`src/rtl/apb_irq_ctrl_if.sv`:
```
// APB slave bus bundle for the interrupt controller: address/data, handshake and
// byte strobes, with master and slave views.
interface apb_irq_ctrl_if #(
    parameter int unsigned ADDR_WIDTH = 32,
    parameter int unsigned DATA_WIDTH = 32
);
    logic [ADDR_WIDTH-1:0]   paddr;
    logic [DATA_WIDTH-1:0]   pdata;
    logic [DATA_WIDTH-1:0]   prdata;
    logic                    psel;
    logic                    penable;
    logic                    pwrite;
    logic [DATA_WIDTH/8-1:0] pstb;
    logic                    pready;
    logic                    perr;

    modport master (
        output paddr, pdata, psel, penable, pwrite, pstb,
        input  prdata, pready, perr
    );

    modport slave (
        input  paddr, pdata, psel, penable, pwrite, pstb,
        output prdata, pready, perr
    );
endinterface

```
`src/rtl/apb_irq_ctrl.sv`:
```
// APB interrupt controller: synchronised level/edge sources plus sticky NMI,
// masked into one registered cpu_interrupt, with PENDING/MASK/MODE/CLAIM/RAW registers.
module apb_irq_ctrl #(
    parameter int unsigned           ADDR_WIDTH = 32,
    parameter int unsigned           DATA_WIDTH = 32,
    parameter int unsigned           NUM_IRQ    = 8,
    parameter logic [ADDR_WIDTH-1:0] BASE_ADDR  = 'h20000000
) (
    input  logic               pclk,
    input  logic               presetn,
    apb_irq_ctrl_if.slave      bus,
    input  logic [NUM_IRQ-1:0] irq_in,
    input  logic               nmi_in,
    output logic               cpu_interrupt
);
    localparam int unsigned NMI_BIT = 31;
    localparam logic [DATA_WIDTH-1:0] IRQ_BITS =
        DATA_WIDTH'((64'd1 << NUM_IRQ) - 64'd1);

    localparam logic [ADDR_WIDTH-1:0] OFF_PENDING = ADDR_WIDTH'(8'h00);
    localparam logic [ADDR_WIDTH-1:0] OFF_MASK    = ADDR_WIDTH'(8'h04);
    localparam logic [ADDR_WIDTH-1:0] OFF_MODE    = ADDR_WIDTH'(8'h08);
    localparam logic [ADDR_WIDTH-1:0] OFF_CLAIM   = ADDR_WIDTH'(8'h0C);
    localparam logic [ADDR_WIDTH-1:0] OFF_RAW     = ADDR_WIDTH'(8'h10);

    logic [NUM_IRQ-1:0]    irq_s1_q, irq_s2_q, irq_s3_q;
    logic                  nmi_s1_q, nmi_s2_q;

    logic [DATA_WIDTH-1:0] pending_q, pending_d;
    logic [DATA_WIDTH-1:0] mask_q, mask_d;
    logic [DATA_WIDTH-1:0] mode_q, mode_d;
    logic [DATA_WIDTH-1:0] prdata_q, prdata_d;
    logic                  pready_q, pready_d;
    logic                  perr_q, perr_d;
    logic                  setup_q, setup_d;
    logic                  cpu_q, cpu_d;

    logic [ADDR_WIDTH-1:0] offset;
    logic                  sel_pend, sel_mask, sel_mode, sel_claim, sel_raw;
    logic                  bus_err, access, wr_ok;
    logic [DATA_WIDTH-1:0] byte_mask, wbits, clr;
    logic [DATA_WIDTH-1:0] irq_lvl, irq_rise, active, edge_next, mode_rise;
    logic [DATA_WIDTH-1:0] claim, rdata;
    logic                  claim_found;
    logic [4:0]            claim_idx;

    // Two-flop synchroniser plus one delayed copy for rising-edge detection.
    always_ff @(posedge pclk or negedge presetn) begin
        if (!presetn) begin
            irq_s1_q <= '0;
            irq_s2_q <= '0;
            irq_s3_q <= '0;
            nmi_s1_q <= 1'b0;
            nmi_s2_q <= 1'b0;
        end else begin
            irq_s1_q <= irq_in;
            irq_s2_q <= irq_s1_q;
            irq_s3_q <= irq_s2_q;
            nmi_s1_q <= nmi_in;
            nmi_s2_q <= nmi_s1_q;
        end
    end

    assign irq_lvl  = DATA_WIDTH'(irq_s2_q);
    assign irq_rise = DATA_WIDTH'(irq_s2_q & ~irq_s3_q);
    assign active   = pending_q & mask_q & IRQ_BITS;

    always_comb begin
        offset    = bus.paddr - BASE_ADDR;
        sel_pend  = (offset == OFF_PENDING);
        sel_mask  = (offset == OFF_MASK);
        sel_mode  = (offset == OFF_MODE);
        sel_claim = (offset == OFF_CLAIM);
        sel_raw   = (offset == OFF_RAW);
        bus_err   = !(sel_pend | sel_mask | sel_mode | sel_claim | sel_raw)
                  | (bus.pwrite & (sel_claim | sel_raw));
    end

    // A transfer completes only once per setup phase; a held penable cannot re-trigger.
    assign access = bus.psel & bus.penable & setup_q & ~pready_q;
    assign wr_ok  = access & bus.pwrite & ~bus_err;

    always_comb begin
        for (int unsigned k = 0; k < DATA_WIDTH / 8; k++) begin
            byte_mask[8*k +: 8] = {8{bus.pstb[k]}};
        end
    end
    assign wbits = bus.pdata & byte_mask;

    always_comb begin
        claim_found = 1'b0;
        claim_idx   = '0;
        for (int unsigned i = 0; i < NUM_IRQ; i++) begin
            if (active[i] && !claim_found) begin
                claim_found = 1'b1;
                claim_idx   = 5'(i);
            end
        end
        claim          = '0;
        claim[NMI_BIT] = claim_found;
        claim[4:0]     = claim_idx;
    end

    always_comb begin
        rdata = '0;
        if (sel_pend)  rdata = pending_q;
        if (sel_mask)  rdata = mask_q;
        if (sel_mode)  rdata = mode_q;
        if (sel_claim) rdata = claim;
        if (sel_raw)   rdata = irq_lvl;
    end

    always_comb begin
        mask_d = mask_q;
        mode_d = mode_q;
        clr    = '0;
        if (wr_ok && sel_mask) mask_d = ((mask_q & ~byte_mask) | wbits) & IRQ_BITS;
        if (wr_ok && sel_mode) mode_d = ((mode_q & ~byte_mask) | wbits) & IRQ_BITS;
        if (wr_ok && sel_pend) clr    = wbits;
    end

    // Level bits follow the synced input; edge bits latch until W1C, with a new edge
    // beating a same-cycle clear; switching a bit into edge mode discards its state.
    always_comb begin
        mode_rise          = mode_d & ~mode_q;
        edge_next          = (pending_q & ~clr) | irq_rise;
        pending_d          = ((mode_q & edge_next) | (~mode_q & irq_lvl))
                           & ~mode_rise & IRQ_BITS;
        pending_d[NMI_BIT] = (pending_q[NMI_BIT] & ~clr[NMI_BIT]) | nmi_s2_q;
    end

    assign cpu_d = (|active) | pending_q[NMI_BIT];

    always_comb begin
        setup_d  = setup_q;
        pready_d = 1'b0;
        perr_d   = perr_q;
        prdata_d = prdata_q;
        if (access) begin
            setup_d  = 1'b0;
            pready_d = 1'b1;
            perr_d   = bus_err;
            if (bus_err)          prdata_d = '0;
            else if (!bus.pwrite) prdata_d = rdata;
        end else if (bus.psel && !bus.penable) begin
            setup_d = 1'b1;
        end else if (!bus.psel) begin
            setup_d = 1'b0;
        end
    end

    always_ff @(posedge pclk or negedge presetn) begin
        if (!presetn) begin
            pending_q <= '0;
            mask_q    <= '0;
            mode_q    <= '0;
            prdata_q  <= '0;
            pready_q  <= 1'b0;
            perr_q    <= 1'b0;
            setup_q   <= 1'b0;
            cpu_q     <= 1'b0;
        end else begin
            pending_q <= pending_d;
            mask_q    <= mask_d;
            mode_q    <= mode_d;
            prdata_q  <= prdata_d;
            pready_q  <= pready_d;
            perr_q    <= perr_d;
            setup_q   <= setup_d;
            cpu_q     <= cpu_d;
        end
    end

    assign bus.prdata    = prdata_q;
    assign bus.pready    = pready_q;
    assign bus.perr      = perr_q;
    assign cpu_interrupt = cpu_q;
endmodule

```
`src/flat_wrapper.sv`:
```
// flat-port wrapper written by rule: the top's interface ports become plain ports
module apb_irq_ctrl_flat 
#(
    parameter int unsigned           ADDR_WIDTH = 32,
    parameter int unsigned           DATA_WIDTH = 32,
    parameter int unsigned           NUM_IRQ    = 8,
    parameter logic [ADDR_WIDTH-1:0] BASE_ADDR  = 'h20000000
)
  (pclk, presetn, irq_in, nmi_in, cpu_interrupt, bus_paddr, bus_pdata, bus_psel, bus_penable, bus_pwrite, bus_pstb, bus_prdata, bus_pready, bus_perr);
  apb_irq_ctrl_if #(.ADDR_WIDTH(ADDR_WIDTH), .DATA_WIDTH(DATA_WIDTH)) bus_i ();
  input  logic pclk;
  input  logic presetn;
  input  logic [NUM_IRQ-1:0] irq_in;
  input  logic nmi_in;
  output logic cpu_interrupt;
  input wire logic [$bits(bus_i.paddr)-1:0] bus_paddr;
  input wire logic [$bits(bus_i.pdata)-1:0] bus_pdata;
  input wire logic [$bits(bus_i.psel)-1:0] bus_psel;
  input wire logic [$bits(bus_i.penable)-1:0] bus_penable;
  input wire logic [$bits(bus_i.pwrite)-1:0] bus_pwrite;
  input wire logic [$bits(bus_i.pstb)-1:0] bus_pstb;
  output wire logic [$bits(bus_i.prdata)-1:0] bus_prdata;
  output wire logic [$bits(bus_i.pready)-1:0] bus_pready;
  output wire logic [$bits(bus_i.perr)-1:0] bus_perr;
  assign bus_i.paddr = bus_paddr;
  assign bus_i.pdata = bus_pdata;
  assign bus_i.psel = bus_psel;
  assign bus_i.penable = bus_penable;
  assign bus_i.pwrite = bus_pwrite;
  assign bus_i.pstb = bus_pstb;
  assign bus_prdata = bus_i.prdata;
  assign bus_pready = bus_i.pready;
  assign bus_perr = bus_i.perr;
  apb_irq_ctrl #(.ADDR_WIDTH(ADDR_WIDTH), .DATA_WIDTH(DATA_WIDTH), .NUM_IRQ(NUM_IRQ), .BASE_ADDR(BASE_ADDR)) u_core (.pclk(pclk), .presetn(presetn), .bus(bus_i), .irq_in(irq_in), .nmi_in(nmi_in), .cpu_interrupt(cpu_interrupt));
endmodule
```
`config.mk`:
```
export PLATFORM = sky130hd
export DESIGN_NAME = apb_irq_ctrl_flat
export DESIGN_NICKNAME = d
export VERILOG_FILES = /design/src/rtl/apb_irq_ctrl_if.sv /design/src/rtl/apb_irq_ctrl.sv /design/src/flat_wrapper.sv
export SDC_FILE = /design/constraint.sdc
export NUM_CORES = 1
export LEC_CHECK = 0
export CAP_MARGIN = 20
export CORE_ASPECT_RATIO = 1.75
export CORE_MARGIN = 3
export CORE_UTILIZATION = 47
export DETAILED_ROUTE_END_ITERATION = 8
export PLACE_DENSITY = 0.83
export SLEW_MARGIN = 5
export SYNTH_ARGS = -nofsm -noshare
export SYNTH_HDL_FRONTEND = slang
export SYNTH_SLANG_ARGS = --single-unit
```
`constraint.sdc`:
```
create_clock -name pclk -period 3.65 [get_ports pclk]
set_input_delay 0.73 -clock pclk [delete_from_list [all_inputs] [get_ports pclk]]
set_output_delay 0.73 -clock pclk [all_outputs]
set_load 0.005 [all_outputs]
```
# ---- Yosys cells after proc, flatten, opt, wreduce, memory -nomap -nowiden
# Cells that the tools add are included.
dict set report word_totals {
  ff_bits 111
  in_bits 82
}
dict set report classes {
  add_sub_neg 1
  eq_ne 6
  mux 28
  bitwise 37
  n_reduce_logical 23
}
# operator count
set ops {}
lappend ops {{$mux 32} 9}
lappend ops {{$and 8x8->8} 9}
lappend ops {{$eq 32x4->1 const B} 2}
lappend ops {{$not 8->8} 5}
lappend ops {{$and 32x32->32} 1}
lappend ops {{$eq 32x3->1 const B} 1}
lappend ops {{$eq 32x5->1 const B} 1}
lappend ops {{$logic_not 32->1} 1}
lappend ops {{$or 8x8->8} 4}
lappend ops {{$sub 32x30->32 const B} 1}
lappend ops {{$mux 1} 13}
lappend ops {{$mux 3} 4}
lappend ops {{$logic_and 1x1->1} 11}
lappend ops {{$logic_not 1->1} 9}
lappend ops {{$or 1x1->1} 8}
lappend ops {{$reduce_or 8->1} 1}
lappend ops {{$and 1x1->1} 7}
lappend ops {{$mux 2} 2}
lappend ops {{$ne 3x1->1 const B} 1}
lappend ops {{$not 1->1} 3}
lappend ops {{$ne 2x1->1 const B} 1}
lappend ops {{$reduce_and 2->1} 1}

# ---- Depth between registers and ports, before layout
# Gate-level depths: netlist of run 1.
dict set report depth {
  depth_word 27
  mapped_depth 8
}

# ---- Worst setup path after synthesis of run 1
# No wires, ideal clock.
dict set report synth_path {
  path_kind {input to register}
  start {input bus_paddr[29]}
  end {register u_core.mode_q[0]}
  arrival_time_ps 2365
  path_slack_ps 1158
  cell_stages 7
  n_path_buf 1
  cell_sequence {inv_1 -> ha_1 -> nor4bb_1 -> nand4_2 -> nor4_4 -> buf_6 -> mux2_1}
}
dict set report synth_via {
  elab_chain_len 12
  word_cells_on_any_way 18
}
# item line_no
set synth_lines {}
lappend synth_lines {{start: declaration} flat_wrapper.sv:16} ;# input wire logic [$bits(bus_i.paddr)-1:0] bus_paddr;
lappend synth_lines {{$sub 32x30->32 (*)} apb_irq_ctrl.sv:69} ;# offset = bus.paddr - BASE_ADDR;
lappend synth_lines {{$eq 32x3->1 / $logic_not 32->1 (equally long branches)} {apb_irq_ctrl.sv:71, apb_irq_ctrl.sv:70}}
lappend synth_lines {{$or 1x1->1 (4 in series)} apb_irq_ctrl.sv:75} ;# bus_err = !(sel_pend | sel_mask | sel_mode | sel_claim | sel_raw)
lappend synth_lines {{$logic_not 1->1} apb_irq_ctrl.sv:75}
lappend synth_lines {{$or 1x1->1} apb_irq_ctrl.sv:76} ;# | (bus.pwrite & (sel_claim | sel_raw));
lappend synth_lines {{$not 1->1} apb_irq_ctrl.sv:81} ;# assign wr_ok = access & bus.pwrite & ~bus_err;
lappend synth_lines {{$and 1x1->1} apb_irq_ctrl.sv:81}
lappend synth_lines {{$logic_and 1x1->1 (*)} apb_irq_ctrl.sv:118} ;# if (wr_ok && sel_mode) mode_d = ((mode_q & ~byte_mask) | wbits) & IRQ_BITS;
lappend synth_lines {{$mux 32 (*)} apb_irq_ctrl.sv:118}
lappend synth_lines {{named net u_core.mode_d[0]} apb_irq_ctrl.sv:31} ;# logic [DATA_WIDTH-1:0] mode_q, mode_d;
lappend synth_lines {{end signal: assignment} apb_irq_ctrl.sv:165} ;# mode_q <= mode_d;
lappend synth_lines {{end: declaration} apb_irq_ctrl.sv:31}
# The timed path passes the listed nets; every way through them passes the cells marked *.
# A chain may end at the register's enable or synchronous reset.

==> results of run 1 <==
## report_power, final
group	total [mW]	internal [mW]	switching, mW
Sequential	0.747	0.732	0.0154
Combinational	0.155	0.0863	0.0691
Clock	0.486	0.239	0.247
Total	1.39	1.06	0.331
## layout make-up
cell class,count,area share [%]
inverter,4,0.381
timing repair buffer,77,18.9
sequential,64,40.6
multi-input combinational,181,33.7
clock buffer,11,3.33
clock inverter,4,0.572
tap,80,2.54
## cells in the mapped netlist (all sizes together)
| cell | count |
|---|---|
| dfrtp | 64 |
| buf | 26 |
| a21boi | 25 |
| nand2 | 23 |
| mux2 | 18 |
| o21ai | 16 |
| a22oi | 8 |
| nor4 | 8 |
| o22a | 8 |
| nor2 | 7 |
| nand4 | 6 |
| mux2i | 5 |
| inv | 4 |
| a31oi | 3 |
| clkbuf | 3 |
| o221a | 3 |
| a22o | 2 |
| a32oi | 2 |
| and2 | 2 |
| nand2b | 2 |
| nor2b | 2 |
| nor3 | 2 |
| o31ai | 2 |
| a211oi | 1 |
| a21o | 1 |
| a21oi | 1 |
| a221o | 1 |
| a221oi | 1 |
| a222oi | 1 |
| and3 | 1 |
| and4b | 1 |
| conb | 1 |
| ha | 1 |
| nor4bb | 1 |
| o2111ai | 1 |
| o41ai | 1 |
| or2 | 1 |
| xnor2 | 1 |
## cell families (layout without fill, tap and decap cells)
group / Yosys count / after routing / synth area share [%]
AOI/OAI and AO/OA: 77 / 77 / 18.7
buffers and inverters: 33 / 96 / 7.18
muxes: 23 / 23 / 8.25
xor gates and xnor gates: 1 / 1 / 0.286
DFF: 64 / 64 / 52.2
adders and majority gates: 1 / 1 / 0.408
other: 1 / 23 / 0.122
and+or+nand+nor: 56 / 56 / 12.9
## layer usage
metal / global-route usage, % / vias to the layer above / wire length, um
met3: 6.45 / 16 / 600
met5: 0 / - / 0
met2: 32.5 / 98 / 3520
li1: - / 1070 / -
met4: 10.4 / 0 / 183
met1: 19.4 / 1107 / 2330
## worst max-delay path: cells and delay by family
kind	cells	cell delay, ns
and+or+nand+nor	4	1.18
buffers and inverters	2	0.51
muxes	1	0.37
adders and majority gates	1	0.26
## metrics by stage
step           hold WS [ns]  util (%)  cells
2_1_floorplan         0.331         -    278
4_1_cts               0.349      62.8    421
3_5_place_dp          0.335      60.3    406
6_report              0.344      62.8    421
5_1_grt               0.348      62.8    421
3_3_place_gp          0.332      60.3    406
## path summary, 6_finish.rpt
check,endpoint,slack [ns],start,depth (start not counted)
setup / recovery,flop,0.81,bus_paddr[29],8
hold / removal,u_core.irq_s2_q[5]$_DFF_PN0_,0.34,u_core.irq_s1_q[5]$_DFF_PN0_,0
setup reg to reg,u_core.mode_q[5]$_DFF_PN0_,1.65,u_core.bus.pready$_DFF_PN0_,5
hold reg to reg,u_core.irq_s2_q[5]$_DFF_PN0_,0.34,u_core.irq_s1_q[5]$_DFF_PN0_,0
max in group asynchronous,u_core.setup_q$_DFFE_PN0P_,2.39,presetn,2
min in group asynchronous,u_core.bus.prdata[6]$_DFFE_PN0P_,0.51,presetn,1
==> impl_metrics.py, run 1 <==
metrics = {
    "detailed_routing": {
        "wl_mm": 6.63,
        "vias": 2291,
        "viasPerCell": 5.44,
        "postRouteAntennaNets": 0,
        "drc": 0,
        "first_iter_violations": 156,
        "drtPass1Iterations": 4,
        "wl_per_cell_um": 15.7,
    },
    "run_status": {
        "status": "complete, no violations",
    },
    "global_routing": {
        "grt_pass1_wl_mm": 10.8,
        "grt_overflow": 0,
        "grt_antenna_before_repair": 0,
        "grt_max_degree": 42,
        "grt_use_total_pct": 18.9,
        "grt_pass1_vias": 2352,
    },
    "timing": {
        "setup-violations-final": 0,
        "min_period_ns": 2.84,
        "hold_viol_final": 0,
        "relSlewSlack_pct": 42.1,
        "slew_viol_final": 0,
        "rsz0062_at_grt": "no",
        "worst_pin_slew_ns": 0.868,
        "min_period_over_period_pct": 77.8,
        "clock.fmax_mhz": 352,
        "layout_setup_ws_ns": 0.811,
        "clock_skew_ns": 0.00640,
        "tns_ns": 0,
    },
    "setup_path": {
        "critical_path.max_stage_delay_ns": 0.47,
        "cp-start-kind": "input pin",
        "crit_path_max_fanout": 8,
        "worstSetupPathType": "in -> reg",
        "slowest_stage": "clkdlybuf4s50_1",
        "cp_common_cell": "nand4_2",
        "worstPathArrival_ns": 3.06,
        "crit_chain": "clkdlybuf4s50_1 > inv_1 > ha_1 > nor4bb_1 > nand4_2 > nor2_2 > nand4_2 > mux2_2",
        "critPathCaptureType": "flop",
        "required_ns": 3.87,
    },
    "floorplan": {
        "rows": 38,
        "dieWidth_um": 67.1,
        "pin_count": 117,
        "start_util_pct": 48.8,
        "die_area_mm2": 0.00757,
        "die_y_um": 113,
        "core_mm2": 0.00628,
    },
    "clocking": {
        "cts.sinks": 64,
        "post_cts_buffers": 0,
        "path_clk_slew_ns": 0.06,
        "worstSkewPairLatency_ns": 0.34,
        "cts_buffers": 9,
        "cts_buffer_depth": 2,
        "cts_root_buffer": "clkbuf_8",
        "cts_resized": 0,
        "hold_buffers": 0,
        "cts_tree": "done",
        "cts_max_level": 3,
    },
    "placed_design": {
        "place_hpwl_mm": 5.14,
        "io_buffer_count": 68,
        "place_ws_ns": 0.452,
        "post_dp_cell_area_mm2": 0.00379,
        "gp_congestion": 0.817,
    },
    "final_layout": {
        "fin_area_mm2": 0.00394,
        "area_growth_pct": 28.5,
        "final_common_cell": "clkdlybuf4s50_1",
        "multiInputGateArea_mm2": 0.00133,
        "nets": 420,
        "drive_gt1_share_pct": 14.7,
        "regArea_mm2": 0.00160,
        "final_cell_mix": "clkdlybuf4s50_1, dfrtp_1, a21boi_0, nand2_1, conb_1",
        "antennaDiodeCount": 0,
        "fill_cells": 516,
    },
    "synthesis": {
        "yosysWarnings": 0,
        "ys_types": 49,
        "yosysTopAreaCell": "dfrtp_1",
        "avgSynthCellArea_um2": 12.0,
        "synthTopCellsByArea": "dfrtp_1, a21boi_0, buf_4",
        "netlist_instances": 256,
        "yosysSeqAreaShare_pct": 52.2,
        "netlist.area_leader.share_pct": 52.2,
        "syn_area_mm2": 0.00307,
        "ys_ff_latch": 64,
    },
    "power_and_ir_drop": {
        "leakagePower_nw": 1.71,
        "power.density_mw_per_mm2": 352,
        "power_mw": 1.39,
        "peakVddDrop_uv": 228,
    },
    "worst_hold_path": {
        "hp-class": "reg -> reg",
    },
    "job": {
        "max-cap-violations": 0,
    },
}
No activity file was read; power rests on OpenSTA's default activity.
==> inputs of run 2 (changes only) <==
Settings changed: CORE_UTILIZATION 47 to 44, PLACE_DENSITY 0.83 to 0.78.
Clock period 3.65 ns to 2.71 ns, I/O delays scaled along.
==> run 2 against run 1 <==
  * Via count increased by 0.57%
  * Power rose by 78%
  * Die area increased by 6.3%
  * Largest cell class unchanged
  * Non-clock buffer count is 11 higher
==> impl_metrics.py, run 2 (synthesized netlist as in run 1, its figures left out) <==
metrics = {
    "clocking": {
        "cts_root_buffer": "clkbuf_16",
        "path_clk_slew_ns": 0.05,
        "cts_buffer_depth": 2,
        "cts_tree": "done",
        "cts.sinks": 64,
        "hold_buffers": 0,
        "post_cts_buffers": 0,
        "cts_max_level": 3,
        "worstSkewPairLatency_ns": 0.32,
        "cts_buffers": 9,
        "cts_resized": 0,
    },
    "power_and_ir_drop": {
        "peakVddDrop_uv": 457,
        "share_seq_of_total_power_pct": 40.9,
        "power_mw": 2.47,
        "clock_power_share_pct": 50.4,
        "p_int_mw": 1.99,
        "power.density_mw_per_mm2": 585,
        "leakagePower_nw": 1.85,
        "swShare_pct": 19.4,
        "p_sw_uw": 479,
        "p_comb_share_pct": 8.7,
    },
    "setup_path": {
        "r2r-start": "u_core.bus.pready$_DFF_PN0_",
        "worstSetupPathType": "in -> reg",
        "crit_buf_inv": 3,
        "r2r_end": "u_core.pending_q[1]$_DFF_PN0_",
        "worstPathArrival_ns": 2.69,
        "crit_path_max_fanout": 16,
        "cpLargestDelayFamily": "simple AND/OR/NAND/NOR gates",
        "crit_chain": "clkdlybuf4s50_1 > inv_1 > ha_1 > nor4bb_1 > nand4_2 > nor4_4 > buf_12 > mux2_1",
        "critical_path.max_stage_delay_ns": 0.47,
        "r2r_slack_ns": 0.98,
        "required_ns": 2.91,
        "critPathCaptureType": "flop",
        "cp-start-kind": "input pin",
        "slowest_stage": "clkdlybuf4s50_1",
        "r2r_cells": 7,
    },
    "timing": {
        "min_period_over_period_pct": 92.0,
        "setup-violations-final": 0,
        "worst_pin_slew_ns": 0.712,
        "clock_skew_ns": 0.00425,
        "hold_viol_final": 0,
        "rsz0062_at_grt": "no",
        "slew_viol_final": 0,
        "relSlewSlack_pct": 52.5,
        "clock.fmax_mhz": 401,
        "min_period_ns": 2.49,
        "layout_setup_ws_ns": 0.217,
    },
    "detailed_routing": {
        "postRouteAntennaNets": 0,
        "vias": 2304,
        "viasPerCell": 5.30,
        "drtPass1Iterations": 4,
        "wl_per_cell_um": 15.8,
        "wl_mm": 6.88,
        "drc": 0,
        "first_iter_violations": 143,
    },
    "floorplan": {
        "rows": 39,
        "die_y_um": 116,
        "die_area_mm2": 0.00804,
        "pin_count": 117,
        "core_mm2": 0.00664,
        "start_util_pct": 46.2,
        "dieWidth_um": 69.1,
    },
    "global_routing": {
        "grt_antenna_before_repair": 0,
        "grt_pass1_vias": 2365,
        "grt_overflow": 0,
        "grt_max_degree": 34,
        "grt_pass1_wl_mm": 11.5,
        "grt_use_total_pct": 18.6,
    },
    "placed_design": {
        "place_ws_ns": -0.123,
        "place_hpwl_mm": 5.26,
        "gp_congestion": 0.801,
        "post_dp_cell_area_mm2": 0.00388,
        "io_buffer_count": 68,
    },
    "final_layout": {
        "final_util_pct": 63.6,
        "final_cell_mix": "clkdlybuf4s50_1, dfrtp_1, a21boi_0, nand2_1, conb_1",
        "nets": 431,
        "fin_area_mm2": 0.00422,
        "drive_gt1_share_pct": 17.6,
        "antennaDiodeCount": 0,
        "final_common_cell": "clkdlybuf4s50_1",
        "area_growth_pct": 37.6,
    },
    "run_status": {
        "status": "complete, no violations",
    },
    "job": {
        "max-cap-violations": 0,
    },
    "worst_hold_path": {
        "hp-class": "in -> async",
    },
}
-- run 2: per-layer routing --
metal	track usage, %	vias up	share of wire [%]
met3	5.25	14	5.6
met1	19.5	1111	38
met5	0	-	0
met4	9.13	0	2.3
li1	-	1095	-
met2	34.0	84	54
-- run 2: how the worst max path moves through the flow --
stage                              from                                to  slack [ns]  depth (start not counted)
final                     bus_paddr[29]        u_core.mode_q[1]$_DFF_PN0_        0.22                          8
after CTS                 bus_paddr[29]        u_core.mode_q[1]$_DFF_PN0_        0.22                          8
after detailed placement  bus_paddr[29]        u_core.mode_q[1]$_DFF_PN0_       -0.12                          8
after global placement    bus_paddr[29]        u_core.mode_q[6]$_DFF_PN0_       -0.11                          8
after global routing      bus_paddr[29]  u_core.bus.prdata[6]$_DFFE_PN0P_        0.10                         10
after floorplan           bus_paddr[29]        u_core.mode_q[0]$_DFF_PN0_        0.41                          7
-- run 2: cell type report --
type / count / area (um^2)
tap: 82 / 103
inverter: 4 / 15.0
timing repair buffer: 88 / 838
fill: 511 / 2420
multi-input combinational: 181 / 1330
clock buffer: 14 / 274
clock inverter: 2 / 60.1
sequential: 64 / 1600
-- run 2: per-stage QoR --
step	TNS, ns	hold slack [ns]	cells
after floorplan	0	0.246	278
after global placement	-2.56	0.332	419
after detailed placement	-2.34	0.336	419
after CTS	0	0.288	435
after global routing	0	0.335	435
final	0	0.271	435
-- run 2: power groups by stage --
stage	Clock, mW	Combinational [mW]	Sequential, mW
detailed placement	0	0.215	1.02
CTS	1.29	0.217	1.01
floorplan	0	0.0983	1.02
global placement	0	0.209	1.02
finish	1.24	0.214	1.01
global route	1.32	0.235	1.01
==> inputs of run 3 (changes only) <==
--- a/config.mk
+++ b/config.mk
@@ -7,3 +7,2 @@
 export LEC_CHECK = 0
-export CAP_MARGIN = 20
 export CORE_ASPECT_RATIO = 1.75
==> constraint.sdc (replaced) <==
create_clock -name pclk -period 2.71 [get_ports pclk]
set_input_delay 0.813 -clock pclk [delete_from_list [all_inputs] [get_ports pclk]]
set_output_delay 0.813 -clock pclk [all_outputs]
set_load 0.005 [all_outputs]
==> run 3 against run 2 <==
  * Register-to-register slack worse by 0.08 ns
  * Clock skew rose by 0.0012 ns
  * Sequential share of layout area decreased by 0.28 points
  * Power is 7.2% lower
  * Fmax shrank 4.0%
  * Critical path depth up 2
  * Hold slack better by 0.070 ns
  * Cell count shrank 0.92%
  * Routed wire length up 4.6%
  * Largest cell class unchanged
==> impl_metrics.py, run 3 (synthesized netlist as in run 1, its figures left out) <==
metrics = {
    "run_status": {
        "status": "complete, no violations",
    },
    "detailed_routing": {
        "top_layer": "met4",
        "postRouteAntennaNets": 0,
        "wl_mm": 7.20,
        "drc": 0,
        "vias": 2326,
        "drtPass1Iterations": 5,
        "first_iter_violations": 110,
        "wl_met3_um": 437,
        "viasPerCell": 5.40,
        "wl_per_cell_um": 16.7,
        "wl_met2_mm": 4.02,
        "drt-met1-wl_mm": 2.56,
    },
    "timing": {
        "clock_skew_ns": 0.00547,
        "relSlewSlack_pct": 39.3,
        "hold_viol_final": 0,
        "min_period_over_period_pct": 95.9,
        "layout_setup_ws_ns": 0.112,
        "worst_pin_slew_ns": 0.904,
        "setup-violations-final": 0,
        "slew_viol_final": 0,
        "rsz0062_at_grt": "no",
        "clock.fmax_mhz": 385,
        "min_period_ns": 2.60,
    },
    "global_routing": {
        "grt_use_total_pct": 18.8,
        "grt_overflow": 0,
        "grt_antenna_before_repair": 0,
        "grt_max_degree": 65,
        "grt_pass1_wl_mm": 11.6,
        "grt_pass1_vias": 2310,
    },
    "clocking": {
        "cts_max_level": 3,
        "cts_root_buffer": "clkbuf_16",
        "cts.sinks": 64,
        "worstSkewPairLatency_ns": 0.33,
        "cts_buffer_depth": 2,
        "post_cts_buffers": 0,
        "path_clk_slew_ns": 0.05,
        "cts_tree": "done",
        "cts_buffers": 9,
    },
    "final_layout": {
        "finalNonFillerCells": 431,
        "area_growth_pct": 38.6,
        "final_util_pct": 64.0,
        "final_common_cell": "clkdlybuf4s50_1",
        "fill_cells": 510,
        "antennaDiodeCount": 0,
        "final_cell_mix": "clkdlybuf4s50_1, dfrtp_1, nand2_1, conb_1, a21boi_0",
        "nets": 431,
        "drive_gt1_share_pct": 18.1,
    },
    "floorplan": {
        "die_y_um": 116,
        "pin_count": 117,
        "core_mm2": 0.00664,
        "die_area_mm2": 0.00804,
        "start_util_pct": 46.2,
        "rows": 39,
        "dieWidth_um": 69.1,
    },
    "setup_path": {
        "worstSetupPathType": "in -> reg",
        "critPathCaptureType": "flop",
        "required_ns": 2.92,
        "worstPathArrival_ns": 2.81,
        "crit_path_max_fanout": 8,
        "cp-start-kind": "input pin",
    },
    "power_and_ir_drop": {
        "power_mw": 2.29,
        "leakagePower_nw": 1.87,
        "peakVddDrop_uv": 396,
        "power.density_mw_per_mm2": 538,
    },
    "placed_design": {
        "place_ws_ns": -0.485,
        "gp_congestion": 0.769,
        "io_buffer_count": 68,
        "placed_cells": 419,
        "place_hpwl_mm": 5.22,
    },
    "worst_hold_path": {
        "hp-class": "reg -> reg",
    },
    "job": {
        "max-cap-violations": 0,
    },
}
## run 3: changes by cell type in the layout (fill, tap and decap cells not counted), moves of 2 or more
cell / delta
a21boi_0: -3
a21boi_1: +3
buf_4: -3
clkbuf_8: -3
buf_12: +2
o21ai_0: -2
o21ai_1: +2
## run 3: path summary, 6_finish.rpt
check | slack (ns) | to | cells past startpoint | from
worst max-delay path | 0.11 | u_core.pending_q[5]$_DFF_PN0_ | 10 | bus_paddr[30]
max in group asynchronous | 1.94 | u_core.mode_q[6]$_DFF_PN0_ | 2 | presetn
worst min register to register | 0.34 | u_core.irq_s2_q[0]$_DFF_PN0_ | 0 | u_core.irq_s1_q[0]$_DFF_PN0_
worst min-delay path | 0.34 | u_core.irq_s2_q[0]$_DFF_PN0_ | 0 | u_core.irq_s1_q[0]$_DFF_PN0_
min in group asynchronous | 0.49 | u_core.irq_s2_q[0]$_DFF_PN0_ | 2 | presetn
worst max register to register | 0.90 | u_core.mode_q[3]$_DFF_PN0_ | 5 | u_core.bus.pready$_DFF_PN0_
## run 3: critical path, stage by stage
cell	delay, ns
clkdlybuf4s50_1	0.45
inv_1	0.04
ha_1	0.26
nor4bb_4	0.24
nand4_4	0.18
buf_6	0.18
nor3_2	0.15
buf_4	0.20
a21boi_0	0.10
o22a_1	0.20
## run 3: routing by layer
metal | vias up | track usage, %
li1 | 1090 | -
met5 | - | 0
met4 | 0 | 8.74
met2 | 92 | 34.5
met3 | 13 | 6.80
met1 | 1131 | 18.9
## run 3: timing repair
action	4_1_cts	5_1_grt
gates cloned	0	0
setup endpoints to repair	25	20
endpoints found under the hold margin	0	0
gates resized for setup	10	6
hold buffers	0	0
pin swaps	3	0
## run 3: through the flow
step           area, um^2  TNS, ns  hold slack (ns)
2_1_floorplan        3150        0            0.331
3_3_place_gp         3910   -12.26            0.332
3_5_place_dp         3910   -12.90            0.335
4_1_cts              4230        0            0.344
5_1_grt              4250        0            0.351
6_report             4250        0            0.341
## run 3: area by class of cell
class	instances	area [um^2]	area share, %
flip-flops and latches	64	1600	37.7
multi-input cells	181	1400	32.9
repair buffers	88	870	20.5
clock buffers	10	229	5.39
well taps	82	103	2.41
clock inverters	2	35.0	0.824
inverters	4	15.0	0.353
## run 3: power breakdown
group,switching [mW],internal [mW]
Sequential,0.0203,0.988
Combinational,0.101,0.127
Clock,0.365,0.687
Total,0.486,1.80
==> RTL change, RTL diff (settings of run 1) <==
`ADDR_WIDTH` is set to 32 in 3 places; all go to 48.
--- a/src/rtl/apb_irq_ctrl_if.sv
+++ b/src/rtl/apb_irq_ctrl_if.sv
@@ -1,7 +1,7 @@
 // APB slave bus bundle for the interrupt controller: address/data, handshake and
 // byte strobes, with master and slave views.
 interface apb_irq_ctrl_if #(
-    parameter int unsigned ADDR_WIDTH = 32,
+    parameter int unsigned ADDR_WIDTH = 48,
     parameter int unsigned DATA_WIDTH = 32
 );
     logic [ADDR_WIDTH-1:0]   paddr;
--- a/src/rtl/apb_irq_ctrl.sv
+++ b/src/rtl/apb_irq_ctrl.sv
@@ -1,7 +1,7 @@
 // APB interrupt controller: synchronised level/edge sources plus sticky NMI,
 // masked into one registered cpu_interrupt, with PENDING/MASK/MODE/CLAIM/RAW registers.
 module apb_irq_ctrl #(
-    parameter int unsigned           ADDR_WIDTH = 32,
+    parameter int unsigned           ADDR_WIDTH = 48,
     parameter int unsigned           DATA_WIDTH = 32,
     parameter int unsigned           NUM_IRQ    = 8,
     parameter logic [ADDR_WIDTH-1:0] BASE_ADDR  = 'h20000000
--- a/src/flat_wrapper.sv
+++ b/src/flat_wrapper.sv
@@ -1,7 +1,7 @@
 // flat-port wrapper written by rule: the top's interface ports become plain ports
 module apb_irq_ctrl_flat 
 #(
-    parameter int unsigned           ADDR_WIDTH = 32,
+    parameter int unsigned           ADDR_WIDTH = 48,
     parameter int unsigned           DATA_WIDTH = 32,
     parameter int unsigned           NUM_IRQ    = 8,
     parameter logic [ADDR_WIDTH-1:0] BASE_ADDR  = 'h20000000
Ports: changed (resized bus_paddr); port bits go from 117 to 133. No check against the original RTL was run, so the function may have changed too.
==> RTL change against run 1 <==
  * Maximum frequency down 15%
  * Power increased by 25%
  * Cell area increased by 15%
  * Sequential cell count is the same
  * Register-to-register slack better by 0.05 ns
  * Synthesized area is 6.6% higher
  * Worst setup slack worse by 0.49 ns
  * Critical path depth grew 2
  * Worst hold slack worse by 0.10 ns
  * Global-route usage rose by 3.9 points
  * First-iteration DRC count shrank 38%
  * Wire length up 32%
==> RTL change: results (changes against run 1) <==
Run status
  – Status: completed

Min path
  – Worst Hold Class: input port to asynchronous set/reset pin

Final layout
  – FILL cells: 528 (+2.3%)
  – # diodes: 0 (unchanged)
  – Final net count: 515 (+23%)
  – Layout cells sized above 1: 0.1381 (-0.008532)

Clocking
  – Clock Path Buffers: 2 (unchanged)
  – H-tree lvl count: 3 (unchanged)
  – Worst-Skew Late Latency: 0.32 ns (-0.02 ns)
  – Cts bufs inserted: 9 (unchanged)
  – Clock-pin slew on the worst setup and hold paths: 0.05 ns
  – Post-cts resize count: 0 (unchanged)
  – Post-CTS setup buffer count: 0 (unchanged)
  – Root Buffer: clkbuf_16
  – # hold bufs at CTS: 0 (unchanged)

Synth
  – Synth async-reset ratio: 1.000 (unchanged)
  – Complex-gate fraction of the synthesized area: 0.1593 (-0.02727)
  – Top post-synthesis cells by count: dfrtp_1, buf_4, a21oi_1, inv_1
  – XOR/XNOR share of the synthesized area: 0.005360 (+0.002503)
  – Adder-cell share of the synthesized area: 0.003828 (-0.0002531)
  – Seq/Total Area, Yosys: 0.4900 (-0.03240)
  – Multiplexer share of the synthesized area: 0.06470 (-0.01775)
  – Synth cell types: 53 (+8.2%)
  – Main combinational cell family by area after synthesis: simple AND/OR/NAND/NOR gates
  – Main area contributors after synthesis: dfrtp_1, mux2_2, buf_4
  – Yosys warning total: 0 (unchanged)

Critical path
  – Max incr delay on CP: 0.48 ns
  – Critical-path maximum fanout: 8 (unchanged)
  – Slowest cell on the critical path: or4b_4
  – Cells on worst reg2reg path: 7 (+2)
  – CP top delay family: simple AND/OR/NAND/NOR gates
  – CP arrival: 3.53 ns (+0.47 ns)

Global route
  – M1 GR Usage: 0.2251 (+0.03070)
  – Vias in the first global route: 2918 (+24%)
  – M2 GR Usage: 0.4177 (+0.09316)
  – Initial antenna violation count: 0 (unchanged)
  – Met3 usage: 0.06288 (-0.001671)
  – First-pass GRT wire length: 14110 um (+31%)
  – Total track usage: 0.2285 (+0.03931)
  – Largest net degree at the start of global routing: 37 (-12%)

STA
  – Slew HR: 0.5734 (+0.1519)
  – Clock Skew: 0.005526 ns (-0.0008745 ns)

Placed design
  – PortBufs: 84 (+24%)
  – Area of placed instances: 0.004233 mm^2 (+12%)
  – Detailed placement HPWL: 6790 um (+32%)
  – Final GP Congestion: 0.9253 (+13%)

Power
  – Static Leak: 0.001977 uW (+15%)
  – VDD IR-drop max: 0.0003961 V (+74%)

Detailed routing
  – Iter 0 DRT Violations: 97 (-38%)
  – Drt first pass iters: 5 (+1)
  – Via-to-Cell Ratio: 5.713 (+5.0%)
  – Final WL: 8747 um (+32%)
[RTL change: per-layer routing]
layer  share of wire  wire, um
met2            0.54      4746
met5               0         0
met3           0.071       623
met4           0.041       358
met1            0.35      3018
[RTL change: layout make-up]
class | count | area, um^2 | area share
clock buffers | 11 | 242.7 | 0.05369
flip-flops and latches | 64 | 1602 | 0.3543
inverters | 22 | 82.58 | 0.01827
multi-input cells | 217 | 1463 | 0.3236
well taps | 82 | 102.6 | 0.02270
clock inverters | 4 | 45.04 | 0.009964
repair buffers | 102 | 983.4 | 0.2175
[RTL change: per-stage QoR]
step             util  TNS [ns]  setup slack [ns]  instances
2_1_floorplan       -         0            0.5540        332
3_3_place_gp   0.6378         0         0.0004423        487
3_5_place_dp   0.6378  -0.01479          -0.01131        487
4_1_cts        0.6812         0            0.2905        502
5_1_grt        0.6812         0            0.1282        502
6_report       0.6812         0            0.3199        502
[RTL change: power by group]
| part | switching (uW) | internal (uW) |
|---|---|---|
| sequential | 10.9 | 732 |
| clock | 274 | 538 |
| combinational | 81.8 | 102 |
[RTL change: cells by family (layout without fill, tap and decap cells)]
group,count (synthesis),count (layout)
XOR/XNOR,2,2
AND/OR/NAND/NOR,99,99
AO/OA/AOI/OAI,73,73
multiplexers,19,19
flip-flops,64,64
other,1,23
buffers and inverters,51,139
adder cells (fa/ha/maj),1,1
[RTL change: worst paths after layout]
path	start	endpoint	slack (ns)
max in group asynchronous	presetn	u_core.irq_s1_q[6]	2.72
setup reg to reg	u_core.bus.pready	u_core.mode_q[7]	1.70
setup / recovery	bus_paddr[29]	register	0.32
min in group pclk	u_core.irq_s1_q[0]	u_core.irq_s2_q[0]	0.35
hold / removal	presetn	u_core.irq_s3_q[0]	0.24
hold reg to reg	u_core.irq_s1_q[0]	u_core.irq_s2_q[0]	0.35
